$ cat config.mk
export PLATFORM = sky130hd
export DESIGN_NAME = wb_scheduler
export DESIGN_NICKNAME = d
export VERILOG_FILES = /design/src/rtl/wb_scheduler.sv
export SDC_FILE = /design/constraint.sdc
export NUM_CORES = 1
export LEC_CHECK = 0
export CAP_MARGIN = 20
export CORE_MARGIN = 2
export CORE_UTILIZATION = 53
export DETAILED_ROUTE_END_ITERATION = 8
export GPL_ROUTABILITY_DRIVEN = 0
export PLACE_DENSITY = 0.88
export SLEW_MARGIN = 20
export SYNTH_ARGS = -nofsm -noshare
export SYNTH_HDL_FRONTEND = slang
export SYNTH_SLANG_ARGS = --single-unit
$ cat constraint.sdc
create_clock -name clk -period 5.3 [get_ports clk]
set_input_delay 1.59 -clock clk [delete_from_list [all_inputs] [get_ports clk]]
set_output_delay 1.59 -clock clk [all_outputs]
set_load 0.05 [all_outputs]
$ cat src/rtl/wb_scheduler.sv
// wb_scheduler: merges two ALU lanes and a buffered load stream onto two register-file write ports,
// enforcing WAW order and exporting a pending-register mask for loads still queued.
module wb_scheduler #(
    parameter int DEPTH      = 4,
    parameter int ADDR_WIDTH = 5,
    parameter int DATA_WIDTH = 32
) (
    input  logic                       clk,
    input  logic                       rst_n,
    input  logic                       alu_a_valid,
    input  logic [ADDR_WIDTH-1:0]      alu_a_rd,
    input  logic [DATA_WIDTH-1:0]      alu_a_data,
    input  logic                       alu_b_valid,
    input  logic [ADDR_WIDTH-1:0]      alu_b_rd,
    input  logic [DATA_WIDTH-1:0]      alu_b_data,
    input  logic                       ld_valid,
    input  logic [ADDR_WIDTH-1:0]      ld_rd,
    input  logic [DATA_WIDTH-1:0]      ld_data,
    output logic                       ld_ready,
    output logic [ADDR_WIDTH-1:0]      waA,
    output logic [DATA_WIDTH-1:0]      WD3,
    output logic                       WEA,
    output logic [ADDR_WIDTH-1:0]      waB,
    output logic [DATA_WIDTH-1:0]      WD6,
    output logic                       WEB,
    output logic [2**ADDR_WIDTH-1:0]   pending,
    output logic [$clog2(DEPTH):0]     fifo_count
);
    localparam int PW = $clog2(DEPTH);
    localparam int CW = PW + 1;

    logic [ADDR_WIDTH-1:0] rd_q [DEPTH];
    logic [DATA_WIDTH-1:0] data_q [DEPTH];
    logic [DEPTH-1:0]      live_q, live_d, live_k;
    logic [PW-1:0]         head_q, head_d, tail_q, tail_d, h1;
    logic [CW-1:0]         count_q, count_d;
    logic                  wea_q, wea_d, web_q, web_d;
    logic [ADDR_WIDTH-1:0] wa_a_q, wa_a_d, wa_b_q, wa_b_d;
    logic [DATA_WIDTH-1:0] wd_a_q, wd_a_d, wd_b_q, wd_b_d;

    logic                  a_eff, b_eff, a_use, free_a, free_b;
    logic [1:0]            nfree;
    logic                  l0, l1, pop0, pop1, w0, w1, dup, d0, d1;
    logic                  has_first, has_second, enq;
    logic [ADDR_WIDTH-1:0] first_rd;
    logic [DATA_WIDTH-1:0] first_data;

    assign a_eff  = alu_a_valid && alu_a_rd != '0;
    assign b_eff  = alu_b_valid && alu_b_rd != '0;
    // same-destination lanes: the younger lane B wins
    assign a_use  = a_eff && !(b_eff && alu_a_rd == alu_b_rd);
    assign free_a = !a_use;
    assign free_b = !b_eff;
    assign nfree  = {1'b0, free_a} + {1'b0, free_b};

    always_comb begin
        for (int i = 0; i < DEPTH; i++)
            live_k[i] = live_q[i] && !(a_eff && rd_q[i] == alu_a_rd) && !(b_eff && rd_q[i] == alu_b_rd);
    end

    assign h1   = head_q + 1'b1;
    assign l0   = live_k[head_q];
    assign l1   = live_k[h1];
    assign pop0 = count_q != '0 && (!l0 || nfree != 2'd0);
    assign pop1 = pop0 && count_q > CW'(1) && (!l1 || nfree > {1'b0, l0});
    assign w0   = pop0 && l0;
    assign w1   = pop1 && l1;
    // two queued writes to one register: only the younger reaches the file
    assign dup  = w0 && w1 && rd_q[head_q] == rd_q[h1];
    assign d0   = w0 && !dup;
    assign d1   = w1;
    assign has_first  = d0 || d1;
    assign has_second = d0 && d1;
    assign first_rd   = d0 ? rd_q[head_q] : rd_q[h1];
    assign first_data = d0 ? data_q[head_q] : data_q[h1];

    assign wea_d  = a_use || (free_a && has_first);
    assign wa_a_d = a_use ? alu_a_rd : first_rd;
    assign wd_a_d = a_use ? alu_a_data : first_data;
    assign web_d  = b_eff || (free_a ? has_second : has_first);
    assign wa_b_d = b_eff ? alu_b_rd : (free_a ? rd_q[h1] : first_rd);
    assign wd_b_d = b_eff ? alu_b_data : (free_a ? data_q[h1] : first_data);

    assign ld_ready = count_q < CW'(DEPTH);
    assign enq = ld_valid && ld_ready && ld_rd != '0
              && !(a_eff && ld_rd == alu_a_rd) && !(b_eff && ld_rd == alu_b_rd);
    assign count_d = count_q + CW'(enq) - CW'(pop0) - CW'(pop1);
    assign head_d  = head_q + PW'(pop0) + PW'(pop1);
    assign tail_d  = tail_q + PW'(enq);

    always_comb begin
        live_d = live_k;
        if (pop0) live_d[head_q] = 1'b0;
        if (pop1) live_d[h1] = 1'b0;
        if (enq) live_d[tail_q] = 1'b1;
    end

    always_comb begin
        pending = '0;
        for (int i = 0; i < DEPTH; i++)
            if (live_q[i]) pending[rd_q[i]] = 1'b1;
    end

    always_ff @(posedge clk) begin
        if (enq) begin
            rd_q[tail_q]   <= ld_rd;
            data_q[tail_q] <= ld_data;
        end
    end

    always_ff @(posedge clk or negedge rst_n) begin
        if (!rst_n) begin
            live_q  <= '0;
            head_q  <= '0;
            tail_q  <= '0;
            count_q <= '0;
            wea_q   <= 1'b0;
            web_q   <= 1'b0;
            wa_a_q  <= '0;
            wa_b_q  <= '0;
            wd_a_q  <= '0;
            wd_b_q  <= '0;
        end else begin
            live_q  <= live_d;
            head_q  <= head_d;
            tail_q  <= tail_d;
            count_q <= count_d;
            wea_q   <= wea_d;
            web_q   <= web_d;
            wa_a_q  <= wa_a_d;
            wa_b_q  <= wa_b_d;
            wd_a_q  <= wd_a_d;
            wd_b_q  <= wd_b_d;
        end
    end

    assign WEA        = wea_q;
    assign waA        = wa_a_q;
    assign WD3        = wd_a_q;
    assign WEB        = web_q;
    assign waB        = wa_b_q;
    assign WD6        = wd_b_q;
    assign fifo_count = count_q;
endmodule

# [After elaboration in Yosys (flattened, before gate mapping)]
# Memories as Yosys holds them, arrays and structs flattened.
# Cells that the tools add are included.
[word_totals] word_cells=162 ff_bits=87 mem_count=2 output_inout_bits=112 input_bits=116 ram_bits=148
[classes] n_bitwise=8 mux=36 add_sub_neg=8 n_eq_ne=12 magnitude_cmp=17 reduce_logical=69
[mem_list] memory="data_q" words=4 word_bits=32 rd=2 rd_clocked_by_memory_dff=0 write_ports=1 line_no="33" text="logic [DATA_WIDTH-1:0] data_q [DEPTH];"
[mem_list] memory="rd_q" words=4 word_bits=5 rd=6 rd_clocked_by_memory_dff=0 write_ports=1 line_no="32" text="logic [ADDR_WIDTH-1:0] rd_q [DEPTH];"
[op_table] op="two-way mux 32 bit" count=8
[op_table] op="bitwise OR 32 bit" count=3
[op_table] op="== test 5 bit" count=12
[op_table] op="logical AND 1 bit" count=43
[op_table] op="less-than comparator 5 x 6 -> 1 bit (second input constant)" count=4
[op_table] op="demux 1 bit (select 5 bit)" count=4
[op_table] op="greater-or-equal comparator 5 x 1 -> 1 bit (second input constant)" count=4
[op_table] op="two-way mux 5 bit" count=4
[op_table] op="zero test 1 bit" count=16
[op_table] op="nonzero test 5 bit" count=3
[op_table] op="two-way mux 1 bit" count=12
[op_table] op="two-way mux 4 bit" count=3
[op_table] op="less-than comparator 2 x 3 -> 1 bit (second input constant)" count=3
[op_table] op="bitwise AND 4 bit" count=2
[op_table] op="NOT 4 bit" count=2
[op_table] op="adder 2 x 1 -> 2 bit" count=3
[op_table] op="demux 1 bit (select 2 bit)" count=3
[op_table] op="greater-or-equal comparator 2 x 1 -> 1 bit (second input constant)" count=3
[op_table] op="subtractor 3 x 1 -> 3 bit" count=2
[op_table] op="logical OR 1 bit" count=5
[op_table] op="binary-select mux 1 bit (select 2 bit)" count=2
[op_table] op="bitwise OR 4 bit" count=1
[op_table] op="adder 3 x 1 -> 3 bit" count=1
[op_table] op="greater-than comparator 3 x 1 -> 1 bit (second input constant)" count=1
[op_table] op="6 further kinds" count=6

# [Depth between registers and ports, before layout]
[depth] depth_word=21 ltp_mapped=20 ltp_nobuf=18

# [Worst setup path after synthesis]
# No wires, ideal clock.
[synth_timing] kind="input port to flip-flop" startpoint="input alu_b_rd[2]" endpoint="memory data_q[1][0] (enable)" arrival_ns=5.720 path_slack_ns=-0.908 stages=7 setup_ns=0.488 n_path_buf=1 required_time_ns=4.812 cell_sequence="buf_4 -> or4_4 -> o21ai_4 -> nor4_1 -> a31oi_1 -> o2111ai_1 -> nor3b_1"
[synth_via] elab_chain_cells=7 word_cells_on_any_way=8 classes_between="eq/ne (1); mux (2); reduce/logical (5)"
[synth_rtl] item="start: declaration" line_no="14" text="input logic [ADDR_WIDTH-1:0] alu_b_rd,"
[synth_rtl] item="nonzero test 5 bit" line_no="49" text="assign b_eff = alu_b_valid && alu_b_rd != '0;"
[synth_rtl] item="logical AND 1 bit" line_no="49"
[synth_rtl] item="logical AND 1 bit *" line_no="86" text="&& !(a_eff && ld_rd == alu_a_rd) && !(b_eff && ld_rd == alu_b_rd);"
[synth_rtl] item="zero test 1 bit *" line_no="86"
[synth_rtl] item="logical AND 1 bit *" line_no="86"
[synth_rtl] item="two-way mux 1 bit *" line_no="105" text="if (enq) begin"
[synth_rtl] item="two-way mux 1 bit (not written as such) *" line_no="107" text="data_q[tail_q] <= ld_data;"
[synth_rtl] item="end: declaration" line_no="33"
# Mark *: on every way between the ends. The rest lies on a longest branch, timed or not.

# [Final worst setup path]
[layout_timing] startpoint="input alu_b_rd[1]" endpoint="register wd_b_q[8] (netlist: WD6[8])"
[layout_via] elab_chain_cells=20 word_cells_on_any_way=47 classes_between="add/sub (1); order compare (1); eq/ne (5); mux (7); reduce/logical (33)"
[layout_rtl] item="branches (longest 19 deep; another with greater-than comparator 2 x 1 -> 1 bit)"
[layout_rtl] item="two-way mux 32 bit *" line_no="82" text="assign wd_b_d = b_eff ? alu_b_data : (free_a ? data_q[h1] : first_data);"
[layout_rtl] item="named net wd_b_d[8]" line_no="39" text="logic [DATA_WIDTH-1:0] wd_a_q, wd_a_d, wd_b_q, wd_b_d;"
[layout_rtl] item="end signal: assignment" line_no="133" text="wd_b_q <= wd_b_d;"
[layout_rtl] item="end: declaration" line_no="39"
# Mark *: on every way through the listed nets, which the timed path passes. The select of a mux whose other input is x is not followed.

==> metrics <==
outcome=complete, no violations; row count=55; Layout area overhead=29.6%; total chip power=0.00929 W; Max Cap Violations=0; residual DRC count=0; part of the power in the clock network=17.9%; IO Port Bufs=227; Flop pwr share=29.8%; Fill cells=1531; Final ANT Viol Nets=0; Layout Nets=around 1300; largest net degree at the start of global routing=77; DRT Wirelength=34100 um; first-iteration detailed-routing DRC count=803; nature of the critical path startpoint=primary input; Top Family by Delay on Critical Path=simple AND/OR/NAND/NOR gates; area post-placement=15200 sq um; library cells used by synthesis=57; post-synthesis cell area=12400 sq um; worst vdd ir=357 uV; vias in the first global route=roughly 9500; cells after synthesis=917; via count=slightly above 9000; fin area=16000 sq um; post-layout util=70.4%; chip height=157 um; PD cells=between 500 and 600 nW/um^2; switch share=slightly above 40%; htree depth=1; RSZ-0062 raised after global routing=no; Final setup violation count=0; crit-path max FO=8; CTS tree=built; post-cts resize count=0; Gate power share=a little over half; sequential area share after synthesis=53.5%; total global routing overflow=0; vias per cell=~6.2; CTS max path bufs=3; Avg Inst Size Synth=13.5 sq um; yosys warns=0; Die W=around 160 um; routed len/inst=about 23 um; crit end category=flop; crit path launch=alu_b_rd[1]; worst reg2reg startpoint=head_q[0]$_DFF_PN0_; start point of the worst hold path=fifo_count[2]$_DFF_PN0_; CTS clk-pin slew, worst paths=roughly 60 ps; setup tns final=0 ps; period utilization=96.7%; Synth top area share=a little over a third; DP HPWL=around 23000 um; top-count cell post-synth=edfxtp_1; internal power=0.00543 W; clk root buf=clkbuf_16; CP max stage cell=or4_4; worst hold-check path type=reg2reg; Post-synth EDFFs=148; clk sinks=about 240; first-pass GRT wire length=53000 um; synthesized flop and latch total=235; max-slew violation count=0; Buf/Inv on CP=2; FFs w/ async S/R, synth=~37%; fin cells=1481; cts hold-fix bufs=0; area leader, netlist=edfxtp_1; initial antenna violation count=1; Synth area leaders=edfxtp_1, dfrtp_1, mux4_2, mux2i_1, nand2_1; syn nets=1045; fraction of layout cells with a size suffix above 1=between 10% and 20%; Max Clk Rate=roughly 200 MHz; I/O pin cnt=228; die area=24600 sq um; Final Hold Vio Count=0; Fin Clk Skew=9.60 ps; Initial Util=54.3%; first-pass iteration count of the detailed router=5; Critical Path RT=roughly 5700 ps; minimum clock period=roughly 5100 ps; max incr delay on CP=560 ps; leakage=6.16 nW; Post-CTS Setup Repair Bufs=0; CTS Buf Count=24; core area=22800 sq um; GRT Util Overall=28.2%; Max transition margin=37.2%; Worst Max-Slew Pin Slew=~940 ps; predominant post-synthesis flop cell=edfxtp_1; WS Path Type=in2reg; sw power=around 0.0039 W; Post-synth top cells=edfxtp_1, nand2_1, dfrtp_1; most used cell, CP=o21ai_1; # placed instances=1434; WP data arrival=around 5500 ps; worst-path cell chain=clkdlybuf4s50_1 > or4_4 > o21ai_4 > nor4_1 > or3_1 > o32a_1 > nand2_1 > ha_1 > o22ai_1 > o21ai_1 > or3b_4 > o211ai_4 > buf_4 > mux2i_1 > o21ai_1; Clk Latency, worst-skew pair=530 ps
[final cells by class]
class | count | area (sq um) | share of cell area (%)
Inverter | 14 | 52.6 | 0.328
Clock buffer | 33 | 717 | 4.47
Tap cell | 313 | 392 | 2.44
Sequential cell | 235 | 6630 | 41.3
Timing Repair Buffer | 282 | 2810 | 17.5
Multi-Input combinational cell | 590 | 5350 | 33.4
Clock inverter | 11 | 76.3 | 0.476
Antenna cell | 3 | 7.51 | 0.0468
[path summary, 6_finish.rpt]
path / depth (start not counted) / to / slack [ps]
min reg2reg: 1 / fifo_count[2]$_DFF_PN0_ / 600
max reg2reg: 11 / WD6[8]$_DFF_PN0_ / 700
max: 15 / WD6[8]$_DFF_PN0_ / 170
min: 1 / fifo_count[2]$_DFF_PN0_ / 600
max in group asynchronous: 2 / head_q[0]$_DFF_PN0_ / 3190
min in group asynchronous: 1 / WD3[6]$_DFF_PN0_ / 1140
[through the flow]
| stage | hold WS [ps] | worst slack [ps] |
|---|---|---|
| floorplan | 528 | 3.09 |
| global placement | 581 | -221 |
| detailed placement | 582 | -303 |
| CTS | 607 | 202 |
| global route | 638 | 24.4 |
| finish | 598 | 174 |
[cell usage in the layout, fill, tap and decap left out, types with 3 or more instances in the layout]
master,netlist,layout
clkdlybuf4s50_1,0,226
edfxtp_1,148,148
nand2_1,91,91
dfrtp_1,87,85
mux4_2,75,75
mux2i_1,72,72
o21ai_1,63,63
buf_4,2,46
xnor2_1,32,32
xor2_1,32,32
clkbuf_16,0,26
o22ai_1,20,20
a221o_1,20,20
nor2_1,17,16
inv_1,13,13
nand3_1,13,13
o21ai_0,13,12
nor3_1,12,11
nor3b_1,12,11
a22oi_1,11,11
o221ai_1,11,11
nand3b_1,10,10
ha_1,11,10
buf_12,3,10
or2_2,8,8
nand4_1,6,6
and3_1,7,6
or3b_2,6,6
clkinv_2,0,6
or3_1,5,5
and3b_1,5,5
a221oi_1,5,5
nor4_1,4,4
a21oi_1,4,4
clkbuf_8,0,4
diode_2,0,3
clkbuf_1,58,3
[registers in the layout, indices dropped and copies added, names as in the netlist, 2 cells and up]
name        cells
fifo_count      3
live_q          4
rd_q           20
WD3            32
tail_q          2
WD6            32
head_q          2
data_q        128
waB             5
waA             5
[kinds of logic (layout without fill, tap and decap cells)]
group / after synthesis / count (layout) / synth area share (%)
AND/OR/NAND/NOR: 202 / 202 / 8.35
AO/OA/AOI/OAI: 165 / 165 / 9.13
adder cells (fa/ha/maj): 12 / 12 / 1.27
flip-flops: 235 / 235 / 53.5
buffers and inverters: 92 / 340 / 3.71
other: 0 / 3 / 0
XOR/XNOR: 64 / 64 / 4.53
multiplexers: 147 / 147 / 19.5
[power groups by stage]
stage          Combinational, W  Clock [W]  Sequential (W)
2_1_floorplan           0.00241          0         0.00362
4_1_cts                 0.00487    0.00169         0.00276
5_1_grt                 0.00513    0.00176         0.00281
3_3_place_gp            0.00471          0         0.00277
6_report                0.00486    0.00166         0.00277
3_5_place_dp            0.00482          0         0.00279
[metal layers]
layer	GRT usage, %	vias to the layer above	wire length, um	share of wire [%]
li1	-	4014	-	-
met1	35.8	4538	12600	37
met2	47.0	550	16900	50
met3	5.54	136	3110	9.1
met4	12.9	0	1500	4.4
met5	0	-	0	0
Note: power is estimated with default switching activity, not from simulation.
